### config.mk
export PLATFORM = sky130hd
export DESIGN_NAME = str_send_flat
export DESIGN_NICKNAME = d
export VERILOG_FILES = /design/src/rtl/str_send_if.sv /design/src/rtl/str_send.sv /design/src/flat_wrapper.sv
export SDC_FILE = /design/constraint.sdc
export NUM_CORES = 1
export LEC_CHECK = 0
export CORE_ASPECT_RATIO = 0.5
export CORE_UTILIZATION = 54
export CTS_CLUSTER_SIZE = 20
export DETAILED_ROUTE_END_ITERATION = 8
export PLACE_DENSITY = 0.82
export SYNTH_ARGS = -nofsm -noshare
export SYNTH_HDL_FRONTEND = slang
export SYNTH_SLANG_ARGS = --single-unit
### constraint.sdc
create_clock -name clk -period 2.9 [get_ports clk]
set_input_delay 0.87 -clock clk [delete_from_list [all_inputs] [get_ports clk]]
set_output_delay 0.87 -clock clk [all_outputs]
set_load 0.005 [all_outputs]
### src/rtl/str_send_if.sv
// Handshake bundle between the result logic, str_send and the UART transmitter.
// Master is the surrounding logic/UART side; slave is str_send itself.
interface str_send_if;
  logic       send;
  logic [7:0] code;
  logic       tx_ready;
  logic       tx_valid;
  logic [7:0] tx_data;
  logic       busy;
  logic       done;

  modport master (output send, code, tx_ready, input tx_valid, tx_data, busy, done);
  modport slave  (input send, code, tx_ready, output tx_valid, tx_data, busy, done);
endinterface

### src/rtl/str_send.sv
// Maps a result code to an ASCII keyword and streams it byte-by-byte to the UART TX.
// Optional: define STR_SEND_CRLF_EN to append CR LF after every keyword.
module str_send #(
  parameter int GAP_CYCLES = 0
) (
  input  logic       clk,
  input  logic       rst,
  str_send_if.slave  bus
);
  typedef enum logic [1:0] {S_IDLE, S_SEND, S_GAP, S_DONE} state_t;

  localparam logic [1:0] SEL_START = 2'd0;
  localparam logic [1:0] SEL_STOP  = 2'd1;
  localparam logic [1:0] SEL_HITSZ = 2'd2;
  localparam logic [1:0] SEL_QM    = 2'd3;
`ifdef STR_SEND_CRLF_EN
  localparam logic [2:0] TAIL = 3'd2;
`else
  localparam logic [2:0] TAIL = 3'd0;
`endif
  localparam logic [7:0] GAP_LOAD = 8'(GAP_CYCLES);

  state_t     r_state;
  logic [1:0] r_sel;
  logic [2:0] r_idx;
  logic [7:0] r_gap;
  logic       r_tx_valid;
  logic [7:0] r_tx_data;
  logic       r_busy;
  logic       r_done;
  logic [1:0] w_sel_in;
  logic [2:0] w_idx_nxt;

  function automatic logic [1:0] code_sel(input logic [7:0] c);
    case (c)
      8'h31:   return SEL_START;
      8'h32:   return SEL_STOP;
      8'h33:   return SEL_HITSZ;
      default: return SEL_QM;
    endcase
  endfunction

  function automatic logic [2:0] last_idx(input logic [1:0] sel);
    logic [2:0] base;
    case (sel)
      SEL_START: base = 3'd4;
      SEL_STOP:  base = 3'd3;
      SEL_HITSZ: base = 3'd4;
      default:   base = 3'd0;
    endcase
    return base + TAIL;
  endfunction

  function automatic logic [7:0] msg_byte(input logic [1:0] sel, input logic [2:0] idx);
    logic [7:0] b;
    b = 8'h00;
    case (sel)
      SEL_START:
        case (idx)
          3'd0: b = 8'h53;  3'd1: b = 8'h54;  3'd2: b = 8'h41;
          3'd3: b = 8'h52;  3'd4: b = 8'h54;  default: b = 8'h00;
        endcase
      SEL_STOP:
        case (idx)
          3'd0: b = 8'h53;  3'd1: b = 8'h54;  3'd2: b = 8'h4F;
          3'd3: b = 8'h50;  default: b = 8'h00;
        endcase
      SEL_HITSZ:
        case (idx)
          3'd0: b = 8'h48;  3'd1: b = 8'h49;  3'd2: b = 8'h54;
          3'd3: b = 8'h53;  3'd4: b = 8'h5A;  default: b = 8'h00;
        endcase
      default: b = (idx == 3'd0) ? 8'h3F : 8'h00;
    endcase
`ifdef STR_SEND_CRLF_EN
    if (idx == last_idx(sel))              b = 8'h0A;
    else if (idx == last_idx(sel) - 3'd1)  b = 8'h0D;
`endif
    return b;
  endfunction

  assign w_sel_in  = code_sel(bus.code);
  assign w_idx_nxt = r_idx + 3'd1;

  assign bus.tx_valid = r_tx_valid;
  assign bus.tx_data  = r_tx_data;
  assign bus.busy     = r_busy;
  assign bus.done     = r_done;

  always_ff @(posedge clk or posedge rst) begin
    if (rst) begin
      r_state    <= S_IDLE;
      r_sel      <= SEL_START;
      r_idx      <= 3'd0;
      r_gap      <= 8'd0;
      r_tx_valid <= 1'b0;
      r_tx_data  <= 8'h00;
      r_busy     <= 1'b0;
      r_done     <= 1'b0;
    end else begin
      case (r_state)
        S_IDLE: begin
          if (bus.send) begin
            r_sel      <= w_sel_in;
            r_idx      <= 3'd0;
            r_tx_valid <= 1'b1;
            r_tx_data  <= msg_byte(w_sel_in, 3'd0);
            r_busy     <= 1'b1;
            r_state    <= S_SEND;
          end
        end
        S_SEND: begin
          // tx_data is only advanced on acceptance, so a stalled byte stays put
          if (r_tx_valid && bus.tx_ready) begin
            if (r_idx == last_idx(r_sel)) begin
              r_tx_valid <= 1'b0;
              r_done     <= 1'b1;
              r_state    <= S_DONE;
            end else if (GAP_CYCLES > 0) begin
              r_tx_valid <= 1'b0;
              r_gap      <= GAP_LOAD;
              r_state    <= S_GAP;
            end else begin
              r_idx     <= w_idx_nxt;
              r_tx_data <= msg_byte(r_sel, w_idx_nxt);
            end
          end
        end
        S_GAP: begin
          if (r_gap <= 8'd1) begin
            r_gap      <= 8'd0;
            r_idx      <= w_idx_nxt;
            r_tx_valid <= 1'b1;
            r_tx_data  <= msg_byte(r_sel, w_idx_nxt);
            r_state    <= S_SEND;
          end else begin
            r_gap <= r_gap - 8'd1;
          end
        end
        S_DONE: begin
          r_done  <= 1'b0;
          r_busy  <= 1'b0;
          r_state <= S_IDLE;
        end
        default: r_state <= S_IDLE;
      endcase
    end
  end
endmodule
### src/flat_wrapper.sv
// flat-port wrapper written by rule: the top's interface ports become plain ports
module str_send_flat 
#(
  parameter int GAP_CYCLES = 0
)
  (clk, rst, bus_send, bus_code, bus_tx_ready, bus_tx_valid, bus_tx_data, bus_busy, bus_done);
  str_send_if bus_i ();
  input  logic clk;
  input  logic rst;
  input wire logic [$bits(bus_i.send)-1:0] bus_send;
  input wire logic [$bits(bus_i.code)-1:0] bus_code;
  input wire logic [$bits(bus_i.tx_ready)-1:0] bus_tx_ready;
  output wire logic [$bits(bus_i.tx_valid)-1:0] bus_tx_valid;
  output wire logic [$bits(bus_i.tx_data)-1:0] bus_tx_data;
  output wire logic [$bits(bus_i.busy)-1:0] bus_busy;
  output wire logic [$bits(bus_i.done)-1:0] bus_done;
  assign bus_i.send = bus_send;
  assign bus_i.code = bus_code;
  assign bus_i.tx_ready = bus_tx_ready;
  assign bus_tx_valid = bus_i.tx_valid;
  assign bus_tx_data = bus_i.tx_data;
  assign bus_busy = bus_i.busy;
  assign bus_done = bus_i.done;
  str_send #(.GAP_CYCLES(GAP_CYCLES)) u_core (.clk(clk), .rst(rst), .bus(bus_i));
endmodule
# Yosys cells after proc, flatten, opt, wreduce, memory -nomap -nowiden
# Cells that the tools add are included.
# W data, S select, Z words.
dict set report classes {
  n_addsub 2
  n_mux 35
  n_reduce_logical 17
  eq_ne 20
  order_cmp 1
}
# operator n
set op_table {}
lappend op_table {{$pmux W7 S4} 2}
lappend op_table {{$pmux W8 S3} 2}
lappend op_table {{$mux W8} 5}
lappend op_table {{$pmux W7 S5} 1}
lappend op_table {{$eq A8 B6 Y1 const B} 3}
lappend op_table {{$mux W3} 6}
lappend op_table {{$pmux W7 S2} 1}
lappend op_table {{$reduce_and A5 Y1} 2}
lappend op_table {{$pmux W3 S3} 1}
lappend op_table {{$eq A2 B2 Y1 const B} 4}
lappend op_table {{$le A8 B1 Y1 const B} 1}
lappend op_table {{$mux W2} 4}
lappend op_table {{$pmux W2 S4} 1}
lappend op_table {{$sub A8 B1 Y8 const B} 1}
lappend op_table {{$eq A2 B1 Y1 const B} 3}
lappend op_table {{$eq A3 B2 Y1 const B} 2}
lappend op_table {{$logic_not A2 Y1} 3}
lappend op_table {{$mux W1} 6}
lappend op_table {{$mux W6} 1}
lappend op_table {{$ne A2 B1 Y1 const B} 3}
lappend op_table {{$pmux W2 S3} 1}
lappend op_table {{$pmux W3 S2} 1}
lappend op_table {{$reduce_or A2 Y1} 3}
lappend op_table {{$ne A2 B2 Y1 const B} 2}
lappend op_table {{other kinds (13)} 16}
dict set report word_totals {
  word_cells 83
  output_inout_bits 11
  reg_bits 26
}

# Logic depth before layout (Yosys ltp)
# Gate-level depths: netlist of the first run.
dict set report depth {
  word_depth 9
  depth_mapped 7
  depth_no_buf 7
}

# Worst setup path after synthesis of the first run
# No wires, ideal clock.
dict set report synth_path {
  path_kind {reg-to-reg}
  from {reg u_core.r_gap[3]}
  to {reg u_core.r_tx_data[0], in the netlist u_core.bus.tx_data[0]}
  slack_ps 550
  path_stages_with_launch 6
  setup_ps 125
  period_less_slack_ps 2350
  t_arrival_ps 2225
  path_buffers 0
  path_cell_list {dfrtp_1 > or4_4 > o41ai_4 > o21ai_2 > nor3_4 > mux2_2}
}
dict set report synth_between {
  elab_chain_len 3
}
# element line
set synth_lines {}
lappend synth_lines {{from (decl)} str_send.sv:26} ;# logic [7:0] r_gap;
lappend synth_lines {{from (signal assigned)} str_send.sv:137} ;# r_gap <= r_gap - 8'd1;
lappend synth_lines {{$le A8 B1 Y1} str_send.sv:130} ;# if (r_gap <= 8'd1) begin
lappend synth_lines {{$ne A2 B1 Y1 (no source line)} -}
lappend synth_lines {{$reduce_and A5 Y1 (no source line)} -}
lappend synth_lines {{to (signal assigned)} str_send.sv:107} ;# r_tx_data <= msg_byte(w_sel_in, 3'd0);
lappend synth_lines {{to (signal assigned)} str_send.sv:125} ;# r_tx_data <= msg_byte(r_sel, w_idx_nxt);
lappend synth_lines {{to (signal assigned)} str_send.sv:134} ;# r_tx_data <= msg_byte(r_sel, w_idx_nxt);
lappend synth_lines {{to (decl)} str_send.sv:28} ;# logic [7:0] r_tx_data;
# No other way between the ends.
# A chain may end at the register's enable or synchronous reset.

# Worst setup path in the final report of the first run
# Ends and elaborated chain as after synthesis.

==> results by stage, run 1 <==
Outcome:
- The flow ran to the end, and the final reports show no timing, DRC or antenna violations.

CTS:
- The post-CTS repair timing setup buffer count is 0.
- CTS built an H-tree with a depth of 1.
- The post-cts resize count is 0.
- Counting the buffers created by CTS gives 3.
- The number of hold buffers added after CTS is 0.
- The longest clock path from root to sink contains 2 buffers.
- The source-to-sink clock delay at the later pin of the worst-skew pair is 0.28 ns.
- The clock tree from TritonCTS is yes.
- The clock-pin slew on the worst setup and hold paths is 0.10 ns.
- For this design, the sink count on the clock tree is 25.
- The cell sitting at the root of the clock tree is a sky130_fd_sc_hd__clkbuf_8.

Die:
- For this design the top-level I/O count stands at 23.
- The initialized floorplan defines 13 standard-cell rows.
- The overall die height is 41.3 um.
- The initial core utilization is 0.606.
- The die area is ~0.0033 mm^2.
- The core box area is 0.00275 mm^2.
- Measured along the x axis, the die boundary spans between 80 and 90 um.

Critical path:
- The number of buffer and inverter instances along the worst setup path is 0.
- Traced cell by cell, the critical path runs through or4_4 > o41ai_4 > o21ai_2 > nor3_4 > mux2_2.
- The largest delay contributor family on the critical path is simple AND/OR/NAND/NOR gates.
- The worst-path cell with the longest stage delay is sky130_fd_sc_hd__or4_4.
- The worst setup path is launched from a flip-flop.
- The worst register-to-register path has a depth of 5.
- The category of the most critical setup path is flip-flop to flip-flop.
- STA classifies the critical path endpoint as a flip-flop.
- STA puts the critical path data required time at 3.06 ns.
- The register-to-register setup slack is 0.37 ns.
- The startpoint of the most critical register-to-register path is u_core.r_gap[3].
- The stage delay of the slowest cell on the critical path is 0.57 ns.
- The endpoint identified for the worst register-to-register timing path is u_core.bus.tx_data[0].
- The capture point of the critical path is u_core.bus.tx_data[0].
- The instance count on the critical path is 5.
- The most critical setup path has its startpoint at u_core.r_gap[3].
- The critical path arrival is 2.69 ns.
- Along the worst path, the maximum fanout reaches 8.

Global route:
- The met1 layer usage reported by global route is 0.287.
- The sum of overflow across all layers after global routing is 0.
- The via count of the first global-routing pass is 1191.
- For this run, global-route usage on met3 was measured as 0.0533.
- Across every metal layer, demand over resource in global routing totals 0.225.
- The number of antenna violations at the first check in global routing is 0.
- For this run, global-route usage on met2 was measured as 0.400.
- met2 is the most crowded layer.
- The first global-routing pass estimated between 5 and 6 mm of wire.
- The maximum number of pins on one net before global-route repair is 26.

Timing:
- The total count of max-transition violations in the final report was 0.
- Setup violations remaining at the end of the flow were counted as 0.
- Timing would allow up to 0.396 GHz.
- The transition time of the tightest slew-check pin is 0.716 ns.
- The worst setup margin is about 0.37 ns.
- Measured against its own limit, the worst slew margin works out to 0.521.
- Setup repair after global routing left no endpoint under its margin.
- Adding up every negative setup slack in the final design gives 0 ns.
- On the final layout, the worst hold slack is 0.516 ns.
- The final period utilization is 0.872.
- The number of endpoints with negative hold slack in the final report is 0.
- The worst setup skew after layout is 0.00884 ns.
- The shortest clock period the worst path allows after layout is between 2 and 3 ns.

Place:
- The worst-case setup slack after placement is 0.315 ns.
- At the end of routability-driven placement, the weighted congestion stood at 0.834.
- The total of buffers placed on input and output ports is 21.
- The wire-length estimate of the detail-placed layout is 2.37 mm.

Yosys:
- The synthesized netlist contains 48 unique library cells.
- The count of flip-flops with a built-in enable after synthesis is 0.
- The synthesized area divided by synthesized cell count is 9.52 um^2.
- The synthesized cell area is 0.00167 mm^2.
- Ranked by total cell area, the synthesized netlist is headed by sky130_fd_sc_hd__dfrtp_1 38%, sky130_fd_sc_hd__ha_1 9.0%, sky130_fd_sc_hd__mux2_2 4.1%.
- The top-area cell type share of the netlist area is 0.376.
- The register bit total from synthesis is 25.
- The part of the Yosys area used for sequential elements is 0.376.
- The total nets after synthesis is 199.
- During synthesis, Yosys emitted a total of 0 warnings.
- After synthesis, the share of flip-flops with an asynchronous set or reset is 1.00.
- The largest total area in the synthesized netlist belongs to sky130_fd_sc_hd__dfrtp_1.
- The synthesized instance count is 175.
- The flip-flop cell with the highest count after synthesis is sky130_fd_sc_hd__dfrtp_1.

Pwr:
- The total leakage power is just over 0.8 nW.
- IR analysis of the VDD net gives a maximum drop of 628 uV.
- Dividing total power by cell area gives a power density of 1010 mW/mm^2.

Layout:
- The top cell types in the final layout, fill and taps aside, are 25 x sky130_fd_sc_hd__dfrtp_1, 21 x sky130_fd_sc_hd__clkdlybuf4s50_1, 14 x sky130_fd_sc_hd__nor2_1, 12 x sky130_fd_sc_hd__ha_1.
- The final net count is about 220.
- The share of post-route cells with drive strength above 1 is 0.0825.
- The number of antenna diodes in the final layout is 0.
- The library cell used most frequently in the layout, excluding fill and tap cells, is sky130_fd_sc_hd__dfrtp_1.
- Compared with the post-synthesis result, the final layout area differs by 17.1%.

Routing:
- After the first detailed-routing iteration, the DRC count stood at 50.
- For this block, the routed nets add up to around 3.3 mm of wire.
- The count of nets left with antenna violations once routing finished came out at 0.
- The vias after detailed routing is between 1000 and 1500.
- After detailed routing, the number of remaining DRC violations is 0.
- The routed length per placed instance is 14.3 um.
- After detailed routing, the number of vias per cell comes to 5.96.
- The first TritonRoute pass finished after 4 iterations.

Run:
- Across the run, the number of max-cap violations was 0.

Hold path:
- The type of the worst min-delay path is flip-flop to flip-flop.
## where the power goes
part | leakage, nW | internal [mW] | switching, mW
Sequential | 0.301 | 0.501 | 0.170
Combinational | 0.507 | 0.544 | 0.532
Clock | 0.0217 | 0.0977 | 0.121
Total | 0.829 | 1.14 | 0.824
## cell usage after synthesis, types with 2 or more instances
cell type                  instances
sky130_fd_sc_hd__a21o_1            2
sky130_fd_sc_hd__a21oi_1           7
sky130_fd_sc_hd__a311oi_1          2
sky130_fd_sc_hd__a41oi_1           2
sky130_fd_sc_hd__and2_1            2
sky130_fd_sc_hd__clkbuf_1          6
sky130_fd_sc_hd__dfrtp_1          25
sky130_fd_sc_hd__ha_1             12
sky130_fd_sc_hd__inv_1            11
sky130_fd_sc_hd__mux2_2            6
sky130_fd_sc_hd__mux2i_1           5
sky130_fd_sc_hd__nand2_1          11
sky130_fd_sc_hd__nand2b_1          2
sky130_fd_sc_hd__nand3_1           2
sky130_fd_sc_hd__nand4_1           2
sky130_fd_sc_hd__nor2_1           14
sky130_fd_sc_hd__nor2b_1           4
sky130_fd_sc_hd__nor3_1            7
sky130_fd_sc_hd__nor4_1            4
sky130_fd_sc_hd__nor4b_1           2
sky130_fd_sc_hd__o211ai_1          2
sky130_fd_sc_hd__o21a_1            2
sky130_fd_sc_hd__o21ai_0           8
sky130_fd_sc_hd__o31ai_1           3
sky130_fd_sc_hd__or3_1             2
sky130_fd_sc_hd__xnor2_1           5
sky130_fd_sc_hd__xor2_1            4
## cells by family (layout without fill, tap and decap cells)
group,after synthesis,in the layout,share of synthesized area
AOI/OAI and AO/OA,38,38,0.168
xor gates and xnor gates,9,9,0.0473
adders and majority gates,12,12,0.0902
buffers and inverters,19,38,0.0458
DFF,25,25,0.376
muxes,11,11,0.0706
other,1,1,0.00225
and+or+nand+nor,60,60,0.200
## per-layer routing
layer  up-vias  wire [um]  part of all wire
met2        34       1560              0.47
li1        669          -                 -
met3         2        117             0.036
met4         0         15            0.0046
met1       671       1610              0.49
met5         -          0                 0
## sequential cells by signal (all words and copies together), names as in the netlist
name / flops
u_core.r_gap: 8
u_core.bus.tx_data: 7
u_core.r_idx: 3
u_core.r_sel: 2
u_core.r_state: 2
u_core.bus.busy: 1
u_core.bus.done: 1
u_core.bus.tx_valid: 1
## stage by stage
step                 util  instances  cell area, um^2  total power, mW
finish              0.710        231             1950             1.97
global placement    0.692        227             1900             1.71
floorplan               -        175             1670             1.43
global route        0.710        231             1950             2.14
CTS                 0.710        231             1950             1.97
detailed placement  0.692        227             1900             1.75
## cell type report
cell class	count	area (um^2)
Clock inverter	1	7.51
Tap cell	37	46.3
Inverter	11	41.3
Sequential cell	25	626
Timing Repair Buffer	23	225
Fill cell	218	798
Multi-Input combinational cell	131	963
Clock buffer	3	41.3
## worst min path at each step
stage | from | endpoint | slack (ns) | depth (start not counted)
2_1_floorplan | u_core.bus.tx_data[0] | u_core.bus.tx_data[0] | 0.51 | 1
4_1_cts | u_core.bus.tx_data[1] | u_core.bus.tx_data[1] | 0.52 | 1
5_1_grt | u_core.bus.tx_data[3] | u_core.bus.tx_data[3] | 0.54 | 1
3_5_place_dp | u_core.bus.tx_data[6] | u_core.bus.tx_data[6] | 0.50 | 1
3_3_place_gp | u_core.bus.tx_data[1] | u_core.bus.tx_data[1] | 0.49 | 1
6_report | u_core.bus.tx_data[1] | u_core.bus.tx_data[1] | 0.52 | 1
## worst register-to-register path: cells and delay by family, from the launching register on
kind             cells  cell delay, ns
AO/OA/AOI/OAI        2            0.61
multiplexers         1            0.39
flip-flops           1            0.42
AND/OR/NAND/NOR      2            1.00
No activity file was read; power rests on OpenSTA's default activity.
==> inputs of run 2 (changes only) <==
--- a/config.mk
+++ b/config.mk
@@ -5,8 +5,9 @@
 export SDC_FILE = /design/constraint.sdc
 export NUM_CORES = 1
 export LEC_CHECK = 0
-export CORE_ASPECT_RATIO = 0.5
-export CORE_UTILIZATION = 54
+export CELL_PAD_IN_SITES_DETAIL_PLACEMENT = 0
+export CELL_PAD_IN_SITES_GLOBAL_PLACEMENT = 1
+export CORE_UTILIZATION = 42
 export CTS_CLUSTER_SIZE = 20
 export DETAILED_ROUTE_END_ITERATION = 8
 export PLACE_DENSITY = 0.82
==> run 2 against run 1 <==
Against the previous run:
- sequential share of layout area is 0.22 points lower
- flip-flop and latch count is the same
- register-to-register slack about the same
- total power up 0.44%
- setup slack got worse by 0.014 ns
- worst hold slack improved by 0.0048 ns
- utilization fell by 18 points
- sequential power hardly changed
- combinational power barely moved
- cell count grew 4.8%
- critical endpoint is now u_core.bus.tx_data[3]
- largest cell class unchanged
- largest power group unchanged
- highest routed layer unchanged
==> results by stage, run 2 (synthesis gave the netlist of run 1 again) <==
Timing:
- The final period utilization is 0.877 (was 0.872).
- The worst setup margin is 0.358 ns (was 0.372 ns).
- The shortest clock period the worst path allows after layout is 2.54 ns (was 2.53 ns).
- The hold slack came to 0.520 ns (was 0.516 ns).
- The worst setup skew after layout came to 0.00809 ns (was 0.00884 ns).
- The total negative slack is 0 ns (unchanged).
- The total count of max-transition violations in the final report is 0 (unchanged).
- The maximum achievable frequency is 0.393 GHz (was 0.396 GHz).
- The transition time of the tightest slew-check pin is 0.710 ns (was 0.716 ns).
- The number of endpoints with negative hold slack in the final report is 0 (unchanged).
- The total of endpoints with negative setup slack in the final report is 0 (unchanged).
- The headroom to the max-slew limit is 0.525 (was 0.521).
- RSZ-0062 raised after global routing: false (unchanged).

Place:
- The total of buffers placed on input and output ports was 21 (unchanged).
- The placed wire-length estimate after detailed placement came to 2.53 mm (was 2.37 mm).
- The global placer's final weighted congestion was 0.809 (was 0.834).
- The count of placed standard cells including taps came to 238 (was 227).
- The worst-case setup slack after placement is 0.292 ns (was 0.315 ns).

Critical path:
- The worst setup path startpoint is u_core.r_gap[3] (unchanged).
- The largest driver fanout on the critical path is 8 (unchanged).
- Cell chain of the critical path: or4_4 > o41ai_4 > o21ai_2 > nor3_4 > mux2_2 (unchanged).
- The largest delay contributor family on the critical path is simple AND/OR/NAND/NOR gates (unchanged).
- The critical path arrival is 2.71 ns (was 2.69 ns).
- The stage delay of the slowest cell on the critical path came to 0.57 ns (about the same).
- The category of the most critical setup path is flip-flop to flip-flop (unchanged).
- The launching element type of the critical path was a flip-flop (unchanged).
- The number of buffer and inverter instances along the worst setup path came to 0 (unchanged).
- The type of destination of the critical path is a flip-flop (unchanged).
- The worst-path cell with the longest stage delay was sky130_fd_sc_hd__or4_4 (unchanged).
- The startpoint of the most critical register-to-register path is u_core.r_gap[3] (unchanged).
- The required time of the worst setup path is 3.06 ns (about the same).

CTS:
- The clock tree from TritonCTS is yes (unchanged).
- The level count of the clock H-tree is 1 (unchanged).
- The total CTS buffers came to 3 (unchanged).
- The maximum number of buffers from clock root to sink is 2 (unchanged).
- The clock-pin slew on the worst setup and hold paths is 0.10 ns (about the same).
- The TritonCTS sink count came to 25 (unchanged).
- The post-CTS repair timing setup buffer count is 0 (unchanged).
- The source-to-sink clock delay at the later pin of the worst-skew pair was 0.28 ns (about the same).
- The number of hold buffers added after CTS is 0 (unchanged).
- The post-cts resize count is 0 (unchanged).
- The root buffer cell is sky130_fd_sc_hd__clkbuf_8 (unchanged).

Die:
- The initial core utilization is 0.445 (was 0.606).
- The die outline width is 65.0 um (was 80.5 um).
- The top-level port count is 23 (unchanged).
- The die area is 0.00422 mm^2 (was 0.00332 mm^2).
- The number of placement rows came to 22 (was 13).
- The core box area is 0.00374 mm^2 (was 0.00275 mm^2).
- The overall die height is 65.0 um (was 41.3 um).

Hold path:
- The type of the worst min-delay path is flip-flop to flip-flop (unchanged).
- The startpoint of the most critical hold path is u_core.bus.tx_data[1] (unchanged).

Layout:
- The most flop-heavy register is u_core.r_gap (unchanged).
- The non-filler instance count after layout is 242 (was 231).
- The layout overhead on the synthesized area is 18.0% (was 17.1%).
- The final net count was 219 (unchanged).
- The number of diodes added for antenna fixing is 0 (unchanged).
- The area of the multi-input gates was 963 um^2 (unchanged).
- The flip-flop count of the largest register, all copies and words added is 8 (unchanged).
- The count of filler cells inserted in the layout is 364 (was 218).
- Commonest cells after routing, fill and taps aside: 25 x sky130_fd_sc_hd__dfrtp_1, 21 x sky130_fd_sc_hd__clkdlybuf4s50_1, 14 x sky130_fd_sc_hd__nor2_1, 12 x sky130_fd_sc_hd__ha_1 (unchanged).
- The share of post-route cells with drive strength above 1 is 0.0825 (unchanged).
- The most common library cell in the layout ignoring fill and taps was sky130_fd_sc_hd__dfrtp_1 (unchanged).
- The area occupied by registers is 626 um^2 (unchanged).

Outcome:
- Outcome: finished clean (unchanged).

Pwr:
- The net switching power came to 0.832 mW (was 0.824 mW).
- The maximum resistive drop on vdd is 498 uV (was 628 uV).
- The internal power component is 1.14 mW (about the same).
- The sequential cell fraction of total power came to 0.340 (was 0.342).
- The power density over the cells came to 1010 mW/mm^2 (about the same).
- The total leakage power is 0.829 nW (unchanged).
- The logic gate share of total power is 0.548 (was 0.547).
- The part of the total power dissipated in the clock network is 0.111 (about the same).
- The net switching share of the total power is 0.421 (was 0.419).

Routing:
- The number of routed nets with antenna violations is 0 (unchanged).
- The final routed wirelength across all metal layers is 3.40 mm (was 3.29 mm).
- The post-route DRC violation count is 0 (unchanged).
- The vias after detailed routing is 1359 (was 1376).
- The number of detailed-route iterations in the first pass is 4 (unchanged).
- The starting DRC count in detailed routing is 39 (was 50).
- The vias per cell is 5.62 (was 5.96).
- The routed length per placed instance is 14.1 um (was 14.3 um).

Global route:
- The number of antenna violations at the first check in global routing was 0 (unchanged).
- The total routing resource utilization after global routing is 0.184 (was 0.225).
- The wire length of the first global-routing pass came to 6.09 mm (was 5.42 mm).
- The sum of overflow across all layers after global routing is 0 (unchanged).
- The via count of the first global-routing pass is 1391 (was 1191).
- The maximum number of pins on one net before global-route repair is 26 (unchanged).

Run:
- The count of maximum capacitance violations was 0 (unchanged).
-- run 2: cell counts in the layout (fill, tap and decap cells not counted) --
No cell type changed its count.
-- run 2: final cells by class --
type	count	share of cell area
well taps	48	0.0306
clock inverters	1	0.00382
repair buffers	23	0.115
clock buffers	3	0.0210
flip-flops and latches	25	0.318
multi-input cells	131	0.490
inverters	11	0.0210
-- run 2: final timing paths --
check | cells after the start | endpoint | slack, ns
max in group asynchronous | 3 | u_core.bus.tx_data[3] | 1.70
min reg2reg | 1 | u_core.bus.tx_data[1] | 0.52
min | 1 | u_core.bus.tx_data[1] | 0.52
max reg2reg | 5 | u_core.bus.tx_data[3] | 0.36
min in group asynchronous | 3 | u_core.r_gap[7] | 0.94
max | 5 | u_core.bus.tx_data[3] | 0.36
-- run 2: stage by stage --
| step | area (um^2) | util | power (mW) |
|---|---|---|---|
| 3_3_place_gp | 1920 | 0.512 | 1.72 |
| 6_report | 1960 | 0.525 | 1.98 |
| 4_1_cts | 1960 | 0.525 | 1.99 |
| 5_1_grt | 1960 | 0.525 | 2.15 |
| 2_1_floorplan | 1670 | - | 1.43 |
| 3_5_place_dp | 1920 | 0.512 | 1.77 |
-- run 2: worst register-to-register path, stage by stage, from the launching register on --
cell,delay [ns]
sky130_fd_sc_hd__dfrtp_1,0.43
sky130_fd_sc_hd__or4_4,0.57
sky130_fd_sc_hd__o41ai_4,0.40
sky130_fd_sc_hd__o21ai_2,0.20
sky130_fd_sc_hd__nor3_4,0.44
sky130_fd_sc_hd__mux2_2,0.39
-- run 2: routing by layer --
layer  up-vias  wire length [um]  GRT usage
li1        672                 -          -
met1       661              1630      0.227
met2        22              1670      0.335
met3         4                67     0.0158
met4         0                37     0.0583
met5         -                 0          0
-- run 2: power groups by stage --
stage                     Clock, mW  Combinational [mW]  Sequential (mW)
after floorplan                   0               0.798            0.629
after global placement            0                1.05            0.663
after detailed placement          0                1.09            0.678
after CTS                     0.227                1.09            0.671
after global routing          0.241                1.21            0.701
final                         0.220                1.08            0.672
==> inputs of run 3 (changes only) <==
--- a/config.mk
+++ b/config.mk
@@ -7,10 +7,12 @@
 export LEC_CHECK = 0
 export CELL_PAD_IN_SITES_DETAIL_PLACEMENT = 0
 export CELL_PAD_IN_SITES_GLOBAL_PLACEMENT = 1
-export CORE_UTILIZATION = 42
+export CORE_MARGIN = 2
+export CORE_UTILIZATION = 48
 export CTS_CLUSTER_SIZE = 20
 export DETAILED_ROUTE_END_ITERATION = 8
-export PLACE_DENSITY = 0.82
+export DONT_BUFFER_PORTS = 1
+export PLACE_DENSITY = 0.81
 export SYNTH_ARGS = -nofsm -noshare
 export SYNTH_HDL_FRONTEND = slang
 export SYNTH_SLANG_ARGS = --single-unit
==> run 3 against run 2 <==
Against the previous run:
- cell count down 9.5%
- via count down 8.5%
- critical path depth unchanged
- total power shrank 10%
- setup slack improved by 0.087 ns
- clock power down 30%
- final area shrank 12%
- first-iteration DRC count decreased by 21%
- die area fell by 6.3%
- clock skew fell by 0.0048 ns
- combinational power down 13%
- critical endpoint is now u_core.bus.tx_data[1]
- largest cell class unchanged
==> results by stage, run 3 (synthesis gave the netlist of run 1 again) <==
Outcome:
- Outcome: finished clean (unchanged).

Run:
- The count of maximum capacitance violations is 0 (unchanged).

Routing:
- The routed length per placed instance came to 14.8 um (was 14.1 um).
- The vias after detailed routing is 1243 (was 1359).
- The vias per cell came to 5.68 (was 5.62).
- The number of routed nets with antenna violations is 0 (unchanged).
- The final routed wirelength across all metal layers is 3.24 mm (was 3.40 mm).
- The post-route DRC violation count is 0 (unchanged).
- The starting DRC count in detailed routing came to 31 (was 39).
- The number of detailed-route iterations in the first pass was 4 (unchanged).

Layout:
- The final instance area is 0.00173 mm^2 (was 0.00196 mm^2).
- The final net count is 198 (was 219).
- The utilization after layout is 0.518 (was 0.525).
- The flip-flop count of the largest register, all copies and words added was 8 (unchanged).
- The number of diodes added for antenna fixing is 0 (unchanged).
- Commonest cells after routing, fill and taps aside: 25 x sky130_fd_sc_hd__dfrtp_1, 14 x sky130_fd_sc_hd__nor2_1, 12 x sky130_fd_sc_hd__ha_1, 11 x sky130_fd_sc_hd__inv_1, 11 x sky130_fd_sc_hd__nand2_1 (was 25 x sky130_fd_sc_hd__dfrtp_1, 21 x sky130_fd_sc_hd__clkdlybuf4s50_1, 14 x sky130_fd_sc_hd__nor2_1, 12 x sky130_fd_sc_hd__ha_1).
- The most common library cell in the layout ignoring fill and taps is sky130_fd_sc_hd__dfrtp_1 (unchanged).
- The layout overhead on the synthesized area is 3.83% (was 18.0%).
- The most flop-heavy register is u_core.r_gap (unchanged).
- The share of post-route cells with drive strength above 1 is 0.0867 (was 0.0825).

Pwr:
- The power density over the cells is 1030 mW/mm^2 (was 1010 mW/mm^2).
- The logic gate share of total power is 0.528 (was 0.548).
- The net switching power is 0.789 mW (was 0.832 mW).
- The total leakage power is 0.741 nW (was 0.829 nW).
- The part of the total power dissipated in the clock network is 0.087 (was 0.111).
- The sequential cell fraction of total power is 0.384 (was 0.340).
- The net switching share of the total power came to 0.445 (was 0.421).
- The maximum resistive drop on vdd was 394 uV (was 498 uV).
- The internal power component came to 0.985 mW (was 1.14 mW).

Global route:
- The global routing usage on met2 was 0.326 (was 0.335).
- The total routing resource utilization after global routing is 0.180 (was 0.184).
- The layer carrying the most global-route usage is met2 (unchanged).
- The met1 layer usage reported by global route came to 0.220 (was 0.227).
- The via count of the first global-routing pass came to 1283 (was 1391).
- The met3 usage in global routing is 0.0252 (was 0.0158).
- The sum of overflow across all layers after global routing is 0 (unchanged).
- The wire length of the first global-routing pass came to 5.73 mm (was 6.09 mm).
- The maximum number of pins on one net before global-route repair was 26 (unchanged).
- The number of antenna violations at the first check in global routing came to 0 (unchanged).

Timing:
- The transition time of the tightest slew-check pin is 0.716 ns (was 0.710 ns).
- RSZ-0062 raised after global routing: false (unchanged).
- The headroom to the max-slew limit is 0.521 (was 0.525).
- The final period utilization was 0.846 (was 0.877).
- The maximum achievable frequency came to 0.407 GHz (was 0.393 GHz).
- The total count of max-transition violations in the final report is 0 (unchanged).
- The number of endpoints with negative hold slack in the final report is 0 (unchanged).
- The total negative slack was 0 ns (unchanged).
- The worst setup skew after layout is 0.00326 ns (was 0.00809 ns).
- The shortest clock period the worst path allows after layout is 2.45 ns (was 2.54 ns).
- The total of endpoints with negative setup slack in the final report was 0 (unchanged).

Critical path:
- Cell chain of the critical path: or4_4 > o41ai_4 > o21ai_2 > nor3_4 > mux2_2 (unchanged).
- The number of buffer and inverter instances along the worst setup path came to 0 (unchanged).
- The largest driver fanout on the critical path was 8 (unchanged).
- The required time of the worst setup path is 3.11 ns (was 3.06 ns).
- The type of destination of the critical path is a flip-flop (unchanged).
- The category of the most critical setup path was flip-flop to flip-flop (unchanged).
- The launching element type of the critical path was a flip-flop (unchanged).
- The stage delay of the slowest cell on the critical path was 0.57 ns (about the same).
- The critical path arrival is 2.67 ns (was 2.71 ns).
- The worst-path cell with the longest stage delay is sky130_fd_sc_hd__or4_4 (unchanged).
- The largest delay contributor family on the critical path is simple AND/OR/NAND/NOR gates (unchanged).

Hold path:
- The type of the worst min-delay path is input pin to asynchronous set/reset pin (was flip-flop to flip-flop).

Die:
- The number of placement rows is 21 (was 22).
- The top-level port count is 23 (unchanged).
- The die area is 0.00396 mm^2 (was 0.00422 mm^2).
- The initial core utilization is 0.499 (was 0.445).
- The core box area was 0.00334 mm^2 (was 0.00374 mm^2).
- The die outline width is 62.9 um (was 65.0 um).
- The overall die height came to 62.9 um (was 65.0 um).

CTS:
- The total CTS buffers is 3 (unchanged).
- The number of hold buffers added after CTS was 0 (unchanged).
- The clock-pin slew on the worst setup and hold paths is 0.13 ns (was 0.10 ns).
- The post-cts resize count is 0 (unchanged).
- The root buffer cell was sky130_fd_sc_hd__clkbuf_4 (was sky130_fd_sc_hd__clkbuf_8).
- The source-to-sink clock delay at the later pin of the worst-skew pair is 0.31 ns (was 0.28 ns).
- The level count of the clock H-tree came to 1 (unchanged).
- The TritonCTS sink count was 25 (unchanged).
- The clock tree from TritonCTS is yes (unchanged).
- The maximum number of buffers from clock root to sink is 2 (unchanged).
- The post-CTS repair timing setup buffer count is 0 (unchanged).

Place:
- The instance area at placement is 0.00170 mm^2 (was 0.00192 mm^2).
- The global placer's final weighted congestion came to 0.845 (was 0.809).
- The total of buffers placed on input and output ports is 0 (was 21).
- The placed wire-length estimate after detailed placement is 2.45 mm (was 2.53 mm).
-- run 3: power groups by stage --
stage / combinational, mW / clock (mW) / sequential (mW)
global route: 1.05 / 0.175 / 0.711
CTS: 0.943 / 0.163 / 0.684
detailed placement: 0.937 / 0 / 0.691
finish: 0.937 / 0.155 / 0.681
global placement: 0.903 / 0 / 0.684
floorplan: 0.798 / 0 / 0.629
-- run 3: final timing paths --
path	start	to	slack [ns]	depth (start not counted)
max	u_core.r_gap[3]	u_core.bus.tx_data[1]	0.45	5
min	rst	u_core.bus.tx_data[2]	0.48	2
max reg2reg	u_core.r_gap[3]	u_core.bus.tx_data[1]	0.45	5
min reg2reg	u_core.bus.tx_data[5]	u_core.bus.tx_data[5]	0.56	1
max in group asynchronous	rst	u_core.r_sel[1]	2.18	2
min in group clk	u_core.bus.tx_data[5]	u_core.bus.tx_data[5]	0.56	1
-- run 3: cell type report --
type | count | area [um^2]
sequential | 25 | 626
clock buffer | 4 | 26.3
inverter | 11 | 41.3
timing repair buffer | 2 | 15.0
multi-input combinational | 131 | 963
tap | 46 | 57.6
fill | 327 | 1610
-- run 3: stage by stage --
stage	std cells	hold WS, ns	power, mW	worst slack (ns)
floorplan	175	0.505	1.43	0.550
global placement	215	0.529	1.59	0.464
detailed placement	215	0.529	1.63	0.410
CTS	219	0.477	1.79	0.401
global route	219	0.500	1.94	0.305
finish	219	0.477	1.77	0.445
-- run 3: routing by layer --
metal | up-vias | wire length (um)
li1 | 626 | -
met4 | 0 | 19
met3 | 2 | 73
met1 | 604 | 1500
met2 | 11 | 1660
met5 | - | 0
